==> src/rtl/mem_arbiter.sv <==
// Two-master arbiter for a single-port memory.
// Fetch and load/store share one outstanding slot.
module mem_arbiter (
  input  logic        clk,
  input  logic        rst,
  input  logic        i_req,
  input  logic [31:0] i_addr,
  output logic        i_ack,
  output logic [31:0] i_rdata,
  output logic        i_err,
  input  logic        d_req,
  input  logic        d_we,
  input  logic [31:0] d_addr,
  input  logic [31:0] d_wdata,
  input  logic [3:0]  d_wstrb,
  output logic        d_ack,
  output logic [31:0] d_rdata,
  output logic        d_err,
  output logic        m_req,
  output logic        m_we,
  output logic [31:0] m_addr,
  output logic [31:0] m_wdata,
  output logic [3:0]  m_wstrb,
  input  logic        m_ack,
  input  logic [31:0] m_rdata,
  output logic [1:0]  grant
);

  typedef enum logic [1:0] {
    IDLE,
    BUSY_I,
    BUSY_D
  } state_t;

  state_t     state;
  logic       last_d;
  logic [7:0] wdog;
  logic       busy_i;
  logic       busy_d;
  logic       tmo;

  assign busy_i = (state == BUSY_I);
  assign busy_d = (state == BUSY_D);
  assign tmo    = (wdog == 8'hff) && !m_ack;

  assign i_ack   = !rst && busy_i && m_ack;
  assign i_err   = !rst && busy_i && tmo;
  assign d_ack   = !rst && busy_d && m_ack;
  assign d_err   = !rst && busy_d && tmo;
  assign i_rdata = m_rdata;
  assign d_rdata = m_rdata;

  assign m_req = busy_i || busy_d;
  assign grant = {busy_d, busy_i};

  // Arbitrate, latch the winner's request, run the watchdog.
  always_ff @(posedge clk) begin
    if (rst) begin
      state   <= IDLE;
      last_d  <= 1'b1;
      wdog    <= 8'd0;
      m_we    <= 1'b0;
      m_addr  <= 32'd0;
      m_wdata <= 32'd0;
      m_wstrb <= 4'd0;
    end else begin
      unique case (state)
        IDLE: begin
          if (i_req && (!d_req || last_d)) begin
            state   <= BUSY_I;
            last_d  <= 1'b0;
            wdog    <= 8'd0;
            m_we    <= 1'b0;
            m_addr  <= i_addr;
            m_wdata <= 32'd0;
            m_wstrb <= 4'd0;
          end else if (d_req) begin
            state   <= BUSY_D;
            last_d  <= 1'b1;
            wdog    <= 8'd0;
            m_we    <= d_we;
            m_addr  <= d_addr;
            m_wdata <= d_wdata;
            m_wstrb <= d_wstrb;
          end
        end
        BUSY_I, BUSY_D: begin
          if (m_ack || wdog == 8'hff) begin
            state <= IDLE;
          end else begin
            wdog <= wdog + 8'd1;
          end
        end
        default: state <= IDLE;
      endcase
    end
  end

endmodule

==> config.mk <==
export PLATFORM = sky130hd
export DESIGN_NAME = mem_arbiter
export DESIGN_NICKNAME = d
export VERILOG_FILES = /design/src/rtl/mem_arbiter.sv
export SDC_FILE = /design/constraint.sdc
export NUM_CORES = 1
export LEC_CHECK = 0
export CAP_MARGIN = 20
export CORE_AREA = 2 2 108 110
export CTS_CLUSTER_SIZE = 28
export DETAILED_ROUTE_END_ITERATION = 8
export DIE_AREA = 0 0 110 112
export PLACE_DENSITY_LB_ADDON = 0.08
export RECOVER_POWER = 100
export SETUP_SLACK_MARGIN = 0.2
export SYNTH_ARGS = -nofsm -noshare
export SYNTH_HDL_FRONTEND = slang
export SYNTH_SLANG_ARGS = --single-unit
==> constraint.sdc <==
create_clock -name clk -period 3.7 [get_ports clk]
set_input_delay 0.74 -clock clk [delete_from_list [all_inputs] [get_ports clk]]
set_output_delay 0.74 -clock clk [all_outputs]
set_load 0.01 [all_outputs]
== Word level (Yosys, flattened, before mapping) ==
Index checks and enable logic that the tools add are counted.
Word-level totals
  bits in registers: 80
  input port bits: 138
  output and inout bits: 140
  word-level logic and storage cells: 53
Cells by class
  $add $sub $neg: 1
  equal/unequal tests: 6
  mux-type cells: 18
  reductions and logical operators: 21
Operator list (number)
  $mux 32: 4
  $mux 8: 3
  $pmux 8 s2: 1
  $add 8x1->8 const B: 1
  $eq 8x8->1 const B: 1
  $logic_and 1x1->1: 8
  $mux 4: 2
  $mux 2: 3
  $mux 1: 4
  $ne 2x2->1 const B: 2
  $pmux 2 s2: 1
  $reduce_and 2->1: 2
  $reduce_bool 2->1: 2
  $logic_not 1->1: 3
  $logic_or 1x1->1: 3
  $ne 3x3->1 const B: 1
  $reduce_and 3->1: 1
  $eq 2x1->1 const B: 1
  $eq 2x2->1 const B: 1
  $logic_not 2->1: 1
  $reduce_or 2->1: 1

== Logic depth before layout (Yosys ltp) ==
Gate-level depths: netlist (run 1).
  depth after elaboration: 5
  gate-level depth with buffers: 8
  mapped depth without buffers: 6

== Worst setup path before layout (run 1) ==
Ideal clock, no wire load.
  path type: register -> output
  start point: register wdog[0]
  end point: output port d_err
  data arrival time: 1477 ps
  required time: 2960 ps
  setup slack: 1483 ps
  cell stages (with the launch flop): 5
  buffers on the path: 0
  cell sequence: dfxtp_1 > ha_1 > nand3_2 > or2_2 > nor4b_1
Between the ends
  word-level cells in the longest chain between the ends: 3
RTL lines
  start, declared: line 37  | logic [7:0] wdog;
  start signal, assigned: line 91  | wdog <= wdog + 8'd1;
  $eq 8x8->1: line 44  | assign tmo = (wdog == 8'hff) && !m_ack;
  $logic_and 1x1->1: line 44
  $logic_and 1x1->1: line 49  | assign d_err = !rst && busy_d && tmo;
  end, declared: line 18  | output logic d_err,
No other way between the ends.

== Final worst setup path (run 1) ==
  start point: register wdog[0]
  end point: output port i_err
Between the ends
  word-level cells in the longest chain between the ends: 3
RTL lines
  $eq 8x8->1: line 44
  $logic_and 1x1->1: line 44
  $logic_and 1x1->1: line 47  | assign i_err = !rst && busy_i && tmo;
  end, declared: line 10  | output logic i_err,
No other way between the ends.

==> results of run 1 <==
==> worst reg2reg max path: stages (launching register included) <==
cell and delay [ns]:
dfxtp_1 0.33, inv_1 0.08, ha_1 0.40, o21ai_4 0.12, a21oi_4 0.12, clkbuf_2 0.62, a22oi_1 0.17, nor2_1 0.13
==> per-stage QoR <==
| stage | utilization, % | instance area, µm² |
|---|---|---|
| after floorplan | - | 3920 |
| after global placement | 47.3 | 5280 |
| after detailed placement | 47.3 | 5280 |
| after CTS | 49.8 | 5570 |
| after global routing | 49.7 | 5560 |
| final | 49.7 | 5560 |
==> logic make-up (layout without fill, tap and decap cells) <==
| logic type | after synthesis | count (layout) |
|---|---|---|
| AOI/OAI and AO/OA | 98 | 98 |
| adders and majority gates | 4 | 4 |
| buffers and inverters | 104 | 206 |
| DFF | 80 | 80 |
| and+or+nand+nor | 178 | 178 |
==> metal layers <==
layer / up-vias / GRT usage, %
met1: 1655 / 19.2
li1: 1774 / -
met2: 167 / 30.1
met3: 16 / 6.79
met5: - / 0
met4: 0 / 7.26
==> flip-flops by register name, indices dropped and copies added (netlist names) <==
signal	cells
wdog	8
last_d	1
m_we	1
state	2
m_wstrb	4
m_wdata	32
m_addr	32
==> cell usage after synthesis (4+ instances only) <==
cell type | instances | area share, %
buf_4 | 73 | 14
dfxtp_1 | 80 | 41
nand3_1 | 36 | 4.6
nor2_1 | 71 | 6.8
ha_1 | 4 | 1.3
a311oi_1 | 33 | 7.4
nor3_1 | 4 | 0.51
a31oi_1 | 4 | 0.64
buf_2 | 13 | 1.7
buf_1 | 4 | 0.38
clkbuf_1 | 11 | 1.1
o21ai_0 | 4 | 0.51
a22oi_1 | 37 | 7.1
nand2_1 | 41 | 3.9
a21oi_1 | 6 | 0.77
==> final timing paths <==
kind / from / end / slack, ns / cells past startpoint
worst max register to register: state[0]$_SDFFE_PP0P_ / m_wdata[4]$_SDFFE_PP0P_ / 1.65 / 7
worst min-delay path: wdog[1]$_SDFFE_PP0P_ / wdog[1]$_SDFFE_PP0P_ / 0.49 / 2
worst max-delay path: wdog[0]$_SDFFE_PP0P_ / i_err / 0.57 / 5
worst min register to register: wdog[1]$_SDFFE_PP0P_ / wdog[1]$_SDFFE_PP0P_ / 0.49 / 2
==> area by class of cell <==
| cell class | instances | area, µm² |
|---|---|---|
| multi-input combinational | 280 | 1630 |
| clock inverter | 7 | 61.3 |
| tap | 143 | 179 |
| inverter | 2 | 7.51 |
| clock buffer | 9 | 225 |
| sequential | 80 | 1600 |
| timing repair buffer | 188 | 1850 |
| fill | 1120 | 5620 |
==> where the power goes <==
group | leakage (nW) | total [W] | switching (W) | internal (W)
Clock | 0.135 | 0.000855 | 0.000387 | 0.000468
Combinational | 1.45 | 0.000669 | 0.000334 | 0.000334
Sequential | 0.658 | 0.000994 | 0.0000417 | 0.000952
==> key figures, run 1 <==
Logic synthesis
  – Async S/R FF share, synth: 0%
  – Synth unique cells: 45
  – Syn avg cell area: approximately 8.4 µm²
  – Combinational family with the most area after synthesis: simple AND/OR/NAND/NOR gates
  – Number of synthesized flops with an enable pin: 0
  – Adder-Cell Fraction of Synth Area: 1.28%
  – Synth Area in XOR/XNOR: 0%
  – Most used DFF post-synth: dfxtp_1
  – Post-synthesis sequential area ratio: about 41%
  – Syn nets: between 600 and 700
  – Syn. warnings: 0
  – Cell count after synthesis: 464
  – Mux cell area share after synthesis: 0%
  – Post-synthesis cell area: approximately 4000 µm²
  – #FFs+latches synth: 80
  – Compound-Gate Fraction of Synth Area: approximately a fifth
  – Simple-gate share of the synthesized area: around 21%

Routing
  – DRT Pass-1 Iters: 4
  – Met3 Routed Length: ~1.2 mm
  – Metal-1 WL: 4.35 mm
  – Top Metal Used: met4
  – WL/cell: 15.7 µm
  – Via-per-instance ratio: between 5 and 6
  – Met2 Routed Length: 5.40 mm
  – # DRC: 0
  – DRT iter0 DRCs: around 140
  – Remaining antenna violation count: 0
  – Routed via count: 3,612
  – Detailed Route WL: around 11 mm

STA
  – Fmax: around 0.32 GHz
  – Slew Limit Fails: 0
  – Final Cycle Share: between 80% and 90%
  – Slew headroom: about a fifth
  – RSZ-0062 raised after global routing: no
  – Setup TNS Final: 0 ns
  – Hold slack: between 0.4 and 0.5 ns
  – Clock Skew: between 0.009 and 0.01 ns
  – Final Hold Vio Count: 0
  – Setup Viol. Count Final: 0
  – Crit path time final: 3.13 ns
  – Final worst setup slack: 0.570 ns
  – Tightest Pin Transition: 1.21 ns

Job
  – Max Cap Viol: 0

Critical path
  – Slowest-stage cell, CP: dlygate4sd3_1
  – Worst path cell trace: ha_1, nand3_2, or2_2, nor4b_1, dlygate4sd3_1
  – Startpoint types: flip-flop
  – Crit path max-delay family: simple AND/OR/NAND/NOR gates
  – CP Data Required Time: between 2 and 3 ns
  – Worst setup EP type: output pin
  – CP Class: flip-flop to output pin
  – WP data arrival: around 2.4 ns
  – Worst-path maximum fanout: 10
  – CP Buf/Inv Count: 1
  – Slowest cell delay on critical path: ~0.65 ns

Die
  – Core Box Area: between 10,000 and 15,000 µm²
  – Row count: 39
  – Die W: 110 µm
  – Starting Density: between 30% and 40%
  – Total die area: 12,300 µm²
  – Vert. Die Dim: roughly 110 µm
  – I/O pin count: approximately 280

Clock network
  – Cts hold-fix bufs: 0
  – Post-cts gate resize count: 0
  – Clk slew on worst S/H paths: around 0.06 ns
  – Sinks on Clock Net: 80
  – Clock latency on the worst-skew pair: around 0.34 ns
  – Max clock buf depth: 2
  – CTS tree: done
  – Root Buffer: clkbuf_16
  – H-Tree Level Count: 3
  – CTS buffer count: 9
  – Setup bufs post-CTS: 0

Placed design
  – Dpl cells: 693
  – Pre-CTS setup slack: 0.754 ns
  – Gpl congestion: 0.784
  – IO buf count: between 150 and 200
  – Final HPWL DP: approximately 7.7 mm

Cells and area
  – # nets final: approximately 700
  – Most common cell after layout, fill and taps aside: clkdlybuf4s50_1
  – # diodes: 0
  – Most frequent cells in the layout: clkdlybuf4s50_1, dfxtp_1, dlygate4sd3_1
  – Share of post-route cells with drive strength above 1: 6.18%
  – P&R area growth vs syn: 41.8%
  – Finished Layout Cells: ~700

Worst hold path
  – Hold crit path type: flip-flop to flip-flop

Global route
  – Vias in the first global route: between 3,000 and 4,000
  – Pin count of the biggest net entering global routing: 80
  – Global-route wire length before repair: about 17 mm
  – Antenna violations before repair: 0
  – Total grt overflow: 0
  – Global-route usage over all layers: about 18%

Power and ir drop
  – P_leak: 2.24 nW
  – Tot Pwr: ~0.0025 W
  – PwrDens: 453 nW/µm²
  – Worst VDD drop: 0.273 mV

Status
  – Status: finished clean
No activity file was read; power rests on OpenSTA's default activity.
==> inputs of run 2 (changes only) <==
--- a/config.mk
+++ b/config.mk
@@ -6,10 +6,10 @@
 export NUM_CORES = 1
 export LEC_CHECK = 0
 export CAP_MARGIN = 20
-export CORE_AREA = 2 2 108 110
+export CORE_MARGIN = 1.5
+export CORE_UTILIZATION = 32
 export CTS_CLUSTER_SIZE = 28
 export DETAILED_ROUTE_END_ITERATION = 8
-export DIE_AREA = 0 0 110 112
 export PLACE_DENSITY_LB_ADDON = 0.08
 export RECOVER_POWER = 100
 export SETUP_SLACK_MARGIN = 0.2
==> constraint.sdc (replaced) <==
create_clock -name clk -period 2.7 [get_ports clk]
set_input_delay 0.54 -clock clk [delete_from_list [all_inputs] [get_ports clk]]
set_output_delay 0.54 -clock clk [all_outputs]
set_load 0.01 [all_outputs]
==> key figures, run 2 (synthesized netlist as in run 1, its figures left out) <==
Cells and area
  – # diodes: 0 (unchanged)
  – P&R area growth vs syn: 43.5%
  – Most frequent cells in the layout: clkdlybuf4s50_1, dfxtp_1, dlygate4sd3_1
  – Share of post-route cells with drive strength above 1: 6.87% (+0.68 points)
  – Biggest regs: m_addr (32), m_wdata (32), wdog (8)
  – # nets final: 705 (+0.28%)
  – Most common cell after layout, fill and taps aside: clkdlybuf4s50_1
  – Final Instance Area: 5620 µm² (+1.2%)
  – Fin util: 47.0% (-2.7 points)

Routing
  – Remaining antenna violation count: 0 (unchanged)
  – Via-per-instance ratio: 5.07 (-0.51%)
  – WL/cell: 15.7 µm (-0.27%)
  – Detailed Route WL: 11.2 mm (+0.57%)
  – # DRC: 0 (unchanged)
  – DRT iter0 DRCs: 191 (+33%)
  – Routed via count: 3,624 (+0.33%)
  – DRT Pass-1 Iters: 4 (unchanged)

STA
  – Fmax: 0.398 GHz
  – Setup TNS Final: 0 ns (unchanged)
  – Slew Limit Fails: 75 (+75)
  – Crit path time final: 2.51 ns
  – Tightest Pin Transition: 1.58 ns (+0.361 ns)
  – Clock Skew: 0.00722 ns (-0.00222 ns)
  – Setup Viol. Count Final: 0 (unchanged)
  – Final Cycle Share: a little over 90%
  – Slew headroom: -5.01% (-24 points)
  – Hold slack: 0.492 ns (-0.00231 ns)
  – Final Hold Vio Count: 0 (unchanged)
  – RSZ-0062 raised after global routing: yes

Clock network
  – Sinks on Clock Net: 80 (unchanged)
  – CTS buffer count: 9 (unchanged)
  – Max clock buf depth: 2 (unchanged)
  – Clock latency on the worst-skew pair: 0.33 ns (about the same)
  – Setup bufs post-CTS: 0 (unchanged)
  – CTS tree: done
  – Root Buffer: clkbuf_16
  – H-Tree Level Count: 3 (unchanged)
  – Clk slew on worst S/H paths: 0.07 ns (about the same)

Critical path
  – Slowest cell delay on critical path: 0.64 ns (about the same)
  – Most used cell, CP: dlygate4sd3_1
  – CP Data Required Time: 2.16 ns (-0.80 ns)
  – Reg2Reg Depth: 6 (-1)
  – Worst Setup SP: m_ack
  – Startpoint types: primary input
  – Worst setup EP type: output pin
  – Register-to-register setup slack: 0.64 ns (-1.01 ns)
  – CP Class: primary input to output pin
  – Slowest-stage cell, CP: dlygate4sd3_1
  – Crit path max-delay family: buffers and inverters
  – Worst-path maximum fanout: 6 (-4)
  – Critical R2R Launch: state[0]$_SDFFE_PP0P_
  – Worst path cell trace: dlygate4sd3_1, and3b_1, dlygate4sd3_1
  – CP Buf/Inv Count: 2 (+1)
  – WP data arrival: 1.97 ns (-0.42 ns)
  – Crit Reg-Reg Endpoint: m_wdata[20]$_SDFFE_PP0P_

Power and ir drop
  – Tot Pwr: 0.00353 W (+40%)
  – P_leak: 2.25 nW (+0.73%)
  – Worst VDD drop: 0.264 mV (-3.0%)
  – PwrDens: 628 nW/µm² (+39%)

Status
  – Violated checks: capacitance limit, slew limit
  – Status: complete, but fails checks

Placed design
  – Final HPWL DP: 7.81 mm (+1.7%)
  – Gpl congestion: 0.739 (-5.7%)
  – Placed Area: 5320 µm² (+0.71%)
  – IO buf count: 181 (unchanged)

Global route
  – Pin count of the biggest net entering global routing: 75 (-6.3%)
  – Antenna violations before repair: 0 (unchanged)
  – Global-route wire length before repair: 17.7 mm (+3.1%)
  – Total grt overflow: 0 (unchanged)
  – Global-route usage over all layers: 17.2% (-0.44 points)
  – Vias in the first global route: 3,497 (+0.66%)

Die
  – Starting Density: 32.8% (-2.3 points)
  – Row count: 40 (+2.6%)
  – Vert. Die Dim: 114 µm (+1.5%)
  – I/O pin count: 278 (unchanged)
  – Die W: 114 µm (+3.3%)
  – Core Box Area: 12,000 µm² (+7.0%)
  – Total die area: 12,900 µm² (+4.8%)

Worst hold path
  – Launch point of the worst hold path: m_addr[9]$_SDFFE_PP0P_
  – Worst hold path depth: 2 (unchanged)
  – Worst Hold Path EP: m_addr[9]$_SDFFE_PP0P_
  – Hold crit path type: flip-flop to flip-flop

Job
  – Max Cap Viol: 1 (+1)
## run 2: changes by cell type in the layout (fill, tap and decap cells not counted), sizes merged
cell	delta
buf	+3
bufinv	+1
clkdlybuf4s25	+2
clkinv	+1
dlygate4sd3	-2
inv	-3
## run 2: cell type report
type                    count  area, µm²
clock inverters             6       67.6
clock buffers              10        239
well taps                 147        184
flip-flops and latches     80       1600
fillers                  1211       6340
inverters                   2       7.51
multi-input cells         280       1630
repair buffers            190       1890
## run 2: metrics by stage
| stage | setup slack (ns) | instances |
|---|---|---|
| after global placement | 0.173 | 699 |
| final | 0.190 | 715 |
| after global routing | 0.0952 | 715 |
| after CTS | 0.219 | 715 |
| after detailed placement | 0.0761 | 699 |
| after floorplan | 0.683 | 464 |
## run 2: per-layer routing
metal	GRT usage, %	up-vias	routed length, µm
li1	-	1778	-
met1	21.1	1666	4940
met2	28.0	160	5070
met3	5.37	20	955
met4	7.08	0	239
met5	0	-	0
## run 2: worst max-delay path by stage
stage                                         end  cells after the start  slack [ns]
after floorplan                             d_err                      4        0.68
after global placement    m_wdata[9]$_SDFFE_PP0P_                      5        0.17
after detailed placement  m_wdata[8]$_SDFFE_PP0P_                      5        0.08
after CTS                                   d_err                      5        0.22
after global routing                        i_err                      5         0.1
final                                       d_ack                      3        0.19
## run 2: where the power goes
group	internal [W]	leakage, nW	total, W	switching, W
clock	0.000745	0.145	0.00124	0.000497
sequential	0.00131	0.658	0.00136	0.0000575
combinational	0.000462	1.45	0.000925	0.000463
total	0.00251	2.25	0.00353	0.00102
## run 2: repair_timing
| action | in CTS | in global routing |
|---|---|---|
| gates resized for setup | 2 | 4 |
| hold endpoints to repair | 0 | 0 |
| setup endpoints to repair | 2 | 2 |
| pin swaps | 0 | 0 |
| cloned | 0 | 0 |
| hold buffers | 0 | 0 |
## run 2: worst min-delay path, cell delays in order, from the launching register on
cell,delay [ns]
dfxtp_1,0.31
nor2_1,0.09
a311oi_1,0.05
==> edit 1: new RTL, flow settings as in run 2 <==
Encoding of `state_t`: now one-hot (3 bits for 3 states).
--- a/src/rtl/mem_arbiter.sv
+++ b/src/rtl/mem_arbiter.sv
@@ -27,8 +27,8 @@
 );
 
-  typedef enum logic [1:0] {
-    IDLE,
-    BUSY_I,
-    BUSY_D
+  typedef enum logic [2:0] {
+    IDLE   = 3'b001,
+    BUSY_I = 3'b010,
+    BUSY_D = 3'b100
   } state_t;
 
Formal check against the unedited RTL: no difference found for any inputs over 4 cycles, from zero or initial values and one cycle with rst high; so few cycles prove little.
==> edit 1 against run 2 <==
  * Power increased by 4.9%
  * Worst setup slack improved by 0.041 ns
  * Area after synthesis increased by 0.73%
  * Worst hold slack got worse by 0.0070 ns
  * Sequential cell count increased by 1
  * Wire length decreased by 10%
  * Clock skew increased by 0.00078 ns
  * Final area increased by 0.80%
  * Via count decreased by 11%
  * Critical path type is now register to primary output
==> edit 1: results (changes against run 2) <==
INFO  metric outcome = complete, no violations (was finished, violations left)
INFO  metric finClkSkew = 0.00799 ns (was 0.00722 ns)
INFO  metric share_of_cells_above_drive_strength_1 = 0.0895 (was 0.0687)
INFO  metric hpwlAfterDp = 6970 um (was 7810 um)
INFO  metric fill_cells = 1,168 (was 1,211)
INFO  metric path_max_fanout = 5 (was 6)
INFO  metric route.detailed.wl_per_inst = 15.0 um (was 15.7 um)
INFO  metric synth_adder_area_share = 0.00317 (was 0.0128)
INFO  metric synth_compound_gate_area_share = 0.193 (was 0.195)
INFO  metric post_synth_main_area_contributors = dfxtp_1 41%, buf_4 13%, mux2i_1 8.1% (was dfxtp_1 41%, buf_4 14%, a311oi_1 7.4%)
INFO  metric routed_via_density = 4.82 (was 5.07)
INFO  metric vias = 3,237 (was 3,624)
INFO  metric leakagePower = 2.39 nW (was 2.25 nW)
INFO  metric gp_congestion = 0.710 (was 0.739)
INFO  metric cp.arrival = 1.93 ns (was 1.97 ns)
INFO  metric syn-num-nets = 556 (was 606)
INFO  metric slew_headroom = 0.319 (was -0.0501)
INFO  metric gr-usage-all-layers = 0.154 (was 0.172)
INFO  metric dpl.cell_count = 656 (was 699)
INFO  metric vdd.ir_drop.worst = 312 uV (was 264 uV)
INFO  metric dr.first_iter.drc_count = 111 (was 191)
INFO  metric grt_start_max_net_pins = 86 (was 75)
INFO  metric synth.lib_cells_used.distinct = 40 (was 45)
INFO  metric post_synth_mux_area_share = 0.0812 (was 0)
INFO  metric post_synth_inst_count = 417 (was 464)
INFO  metric cpPeakStageDelay = 0.56 ns (was 0.64 ns)
-- edit 1: cell types whose count changed in the layout (fill, tap and decap cells not counted), sizes merged, moves of 8 or more --
cell / before / now
a211oi: 0 / 33
a311oi: 33 / 0
mux2i: 0 / 32
nand2: 43 / 7
nand3: 37 / 6
nor2: 71 / 79
-- edit 1: cells by family (layout without fill, tap and decap cells) --
kind of cell | Yosys count | after routing
AOI/OAI and AO/OA | 87 | 87
DFF | 81 | 81
and+or+nand+nor | 116 | 116
buffers and inverters | 99 | 207
adders and majority gates | 1 | 1
xor gates and xnor gates | 1 | 1
muxes | 32 | 32
-- edit 1: what timing repair did --
item	4_1_cts	5_1_grt
gates resized for setup	10	7
endpoints found under the setup margin	2	5
hold buffers	0	0
-- edit 1: area by class of cell --
| type | instances | area [sq um] | share of cell area |
|---|---|---|---|
| tap | 147 | 184 | 0.0325 |
| multi-input combinational | 237 | 1620 | 0.286 |
| inverter | 4 | 15.0 | 0.00265 |
| clock inverter | 6 | 115 | 0.0203 |
| timing repair buffer | 187 | 1870 | 0.330 |
| clock buffer | 10 | 239 | 0.0422 |
| sequential | 81 | 1630 | 0.287 |
-- edit 1: metrics by stage --
step	total power, mW	area [sq um]	utilization	worst slack (ns)
floorplan	2.02	3950	-	0.805
global placement	2.39	5370	0.447	-0.0591
detailed placement	2.40	5370	0.447	-0.0684
CTS	3.84	5730	0.477	0.205
global route	3.91	5670	0.472	0.110
finish	3.70	5670	0.472	0.230
-- edit 1: path summary, 6_finish.rpt --
| kind | startpoint | to | slack [ns] | cells after the start |
|---|---|---|---|---|
| min | wdog[3] | wdog[3] | 0.48 | 1 |
| max | wdog[0] | d_err | 0.23 | 5 |
| max reg2reg | wdog[0] | wdog[5] | 0.34 | 5 |
| min reg2reg | wdog[3] | wdog[3] | 0.48 | 1 |
-- edit 1: layer usage --
layer  vias up  track usage  share of wire  wire [um]
met5         -            0              0          0
met3        11       0.0704           0.12       1190
met4         0       0.0458         0.0094         94
met1      1429        0.191           0.45       4470
li1       1622            -              -          -
met2       175        0.240           0.43       4290
-- edit 1: report_power, final --
part / switching (mW) / internal [mW]
Sequential: 0.0651 / 1.32
Clock: 0.482 / 0.931
Combinational: 0.433 / 0.466
==> edit 2: new RTL, settings of run 2 <==
Without the edit above. Put a register stage on the output `i_err`, with the module's reset. The value now appears one clock later. The other outputs are not delayed to match.
--- a/src/rtl/mem_arbiter.sv
+++ b/src/rtl/mem_arbiter.sv
@@ -45,5 +45,11 @@
 
   assign i_ack   = !rst && busy_i && m_ack;
-  assign i_err   = !rst && busy_i && tmo;
+  always_ff @(posedge clk) begin
+    if (rst) begin
+      i_err <= '0;
+    end else begin
+      i_err <= !rst && busy_i && tmo;
+    end
+  end
   assign d_ack   = !rst && busy_d && m_ack;
   assign d_err   = !rst && busy_d && tmo;
Function: same outputs for any inputs over 4 cycles, from zero or initial values and one cycle with rst high; that may be too few to reach the edited logic, so the function may still have changed.
==> edit 2 against run 2 <==
  * Wire length down 3.0%
  * Power down 1.7%
  * Combinational power shrank 5.5%
  * Sequential cell count is 1 higher
  * Area after synthesis down 1.6%
  * Final area decreased by 1.6%
  * Worst setup slack gained 0.074 ns
  * Critical path type unchanged
  * Critical endpoint unchanged
==> edit 2: results (changes against run 2) <==
INFO  metric gr-usage-all-layers = 0.167 (was 0.172)
INFO  metric dpl.cell_count = 684 (was 699)
INFO  metric synth.cells.most_frequent = 81 x dfxtp_1, 75 x buf_4, 71 x nor2_1 (was 80 x dfxtp_1, 73 x buf_4, 71 x nor2_1)
INFO  metric clock-root-buffer = clkbuf_16 (unchanged)
INFO  metric share_of_cells_above_drive_strength_1 = 0.0576 (was 0.0687)
INFO  metric synth_warnings = 0 (unchanged)
INFO  metric layout_top_registers = m_addr (32), m_wdata (32), wdog (8) (unchanged)
INFO  metric fin_nets = 694 (was 705)
INFO  metric leakagePower = 2.27 nW (was 2.25 nW)
INFO  metric post_synth_main_area_contributors = dfxtp_1 42%, buf_4 15%, a311oi_1 7.3% (was dfxtp_1 41%, buf_4 14%, a311oi_1 7.4%)
INFO  metric grt_start_max_net_pins = 65 (was 75)
INFO  metric hpwlAfterDp = 7520 um (was 7810 um)
INFO  metric post_synth_inst_count = 451 (was 464)
INFO  metric vias = 3,549 (was 3,624)
INFO  metric vdd.ir_drop.worst = 228 uV (was 264 uV)
INFO  metric syn-num-nets = 593 (was 606)
INFO  metric htreeDepth = 3 (unchanged)
INFO  metric synth.lib_cells_used.distinct = 35 (was 45)
INFO  metric route.detailed.wl_per_inst = 15.6 um (was 15.7 um)
INFO  metric gp_congestion = 0.755 (was 0.739)
INFO  metric dr.first_iter.drc_count = 295 (was 191)
INFO  metric cp.arrival = 1.90 ns (was 1.97 ns)
INFO  metric netSwitchingPower = 951 uW (was 1.02 mW)
INFO  metric worst_slew_pin_tran = 0.788 ns (was 1.58 ns)
INFO  metric post-cts-setup-buffer-count = 0 (unchanged)
INFO  metric outcome = complete, no violations (was finished, violations left)
INFO  metric first_global_vias = 3,368 (was 3,497)
INFO  metric grt_first_pass_wirelength = 16,900 um (was 17,700 um)
INFO  metric post_layout_nonfiller_instances = 699 (was 715)
INFO  metric yosys_most_used_dff = dfxtp_1 (unchanged)
INFO  metric worst_skew_pair.late_latency = 0.33 ns (about the same)
INFO  metric synth_sequential_area_ratio = 0.421 (was 0.409)
INFO  metric finClkSkew = 0.00386 ns (was 0.00722 ns)
INFO  metric fill_cells = 1,153 (was 1,211)
INFO  metric drt_pass1_iterations = 6 (was 4)
[edit 2: metal layers]
| metal | global-route usage | share of wire | up-vias |
|---|---|---|---|
| met4 | 0.0768 | 0.021 | 0 |
| met3 | 0.0578 | 0.10 | 20 |
| met5 | 0 | 0 | - |
| met2 | 0.261 | 0.45 | 182 |
| li1 | - | - | 1732 |
| met1 | 0.207 | 0.43 | 1615 |
[edit 2: cell type report]
cell class	instances	share of cell area
Timing Repair Buffer	191	0.340
Multi-Input combinational cell	264	0.278
Clock buffer	12	0.0464
Inverter	5	0.00339
Tap cell	143	0.0324
Clock inverter	3	0.00724
Sequential cell	81	0.293
[edit 2: kinds of logic after synthesis]
family                   Yosys count  synth area share
AND/OR/NAND/NOR                  161             0.187
buffers and inverters            106             0.180
AO/OA/AOI/OAI                     98             0.196
flip-flops                        81             0.421
adder cells (fa/ha/maj)            4            0.0130
multiplexers                       1           0.00260
[edit 2: final timing paths]
kind | startpoint | end | slack (ns) | depth (start not counted)
worst max register to register | state[0] | m_wdata[6] | 0.66 | 7
worst max-delay path | m_ack | d_ack | 0.26 | 4
worst min register to register | wdog[7] | wdog[7] | 0.47 | 1
worst min-delay path | wdog[7] | wdog[7] | 0.47 | 1
[edit 2: critical path: stages]
cell             delay, ns
clkdlybuf4s50_1       0.48
buf_4                 0.14
and3b_1               0.15
dlygate4sd3_1         0.59
[edit 2: power groups by stage]
| stage | Sequential [mW] | Combinational, mW | Clock, mW |
|---|---|---|---|
| 2_1_floorplan | 1.46 | 0.502 | 0 |
| 3_3_place_gp | 1.41 | 0.940 | 0 |
| 3_5_place_dp | 1.41 | 0.942 | 0 |
| 4_1_cts | 1.39 | 0.947 | 1.26 |
| 5_1_grt | 1.40 | 0.958 | 1.31 |
| 6_report | 1.38 | 0.874 | 1.22 |
[edit 2: through the flow]
stage | util | setup WS, ns | power, mW | hold slack [ns] | cell area (sq um)
global placement | 0.456 | 0.331 | 2.35 | 0.467 | 5270
detailed placement | 0.456 | 0.263 | 2.35 | 0.458 | 5270
global route | 0.478 | 0.161 | 3.66 | 0.513 | 5530
CTS | 0.481 | 0.314 | 3.59 | 0.470 | 5570
floorplan | - | 0.791 | 1.96 | 0.439 | 3850
finish | 0.478 | 0.264 | 3.47 | 0.470 | 5530
[edit 2: repair_timing]
item | CTS | global route
hold buffers | 0 | 0
gates resized for setup | 1 | 0
endpoints found under the hold margin | 0 | 0
setup endpoints to repair | 1 | 0
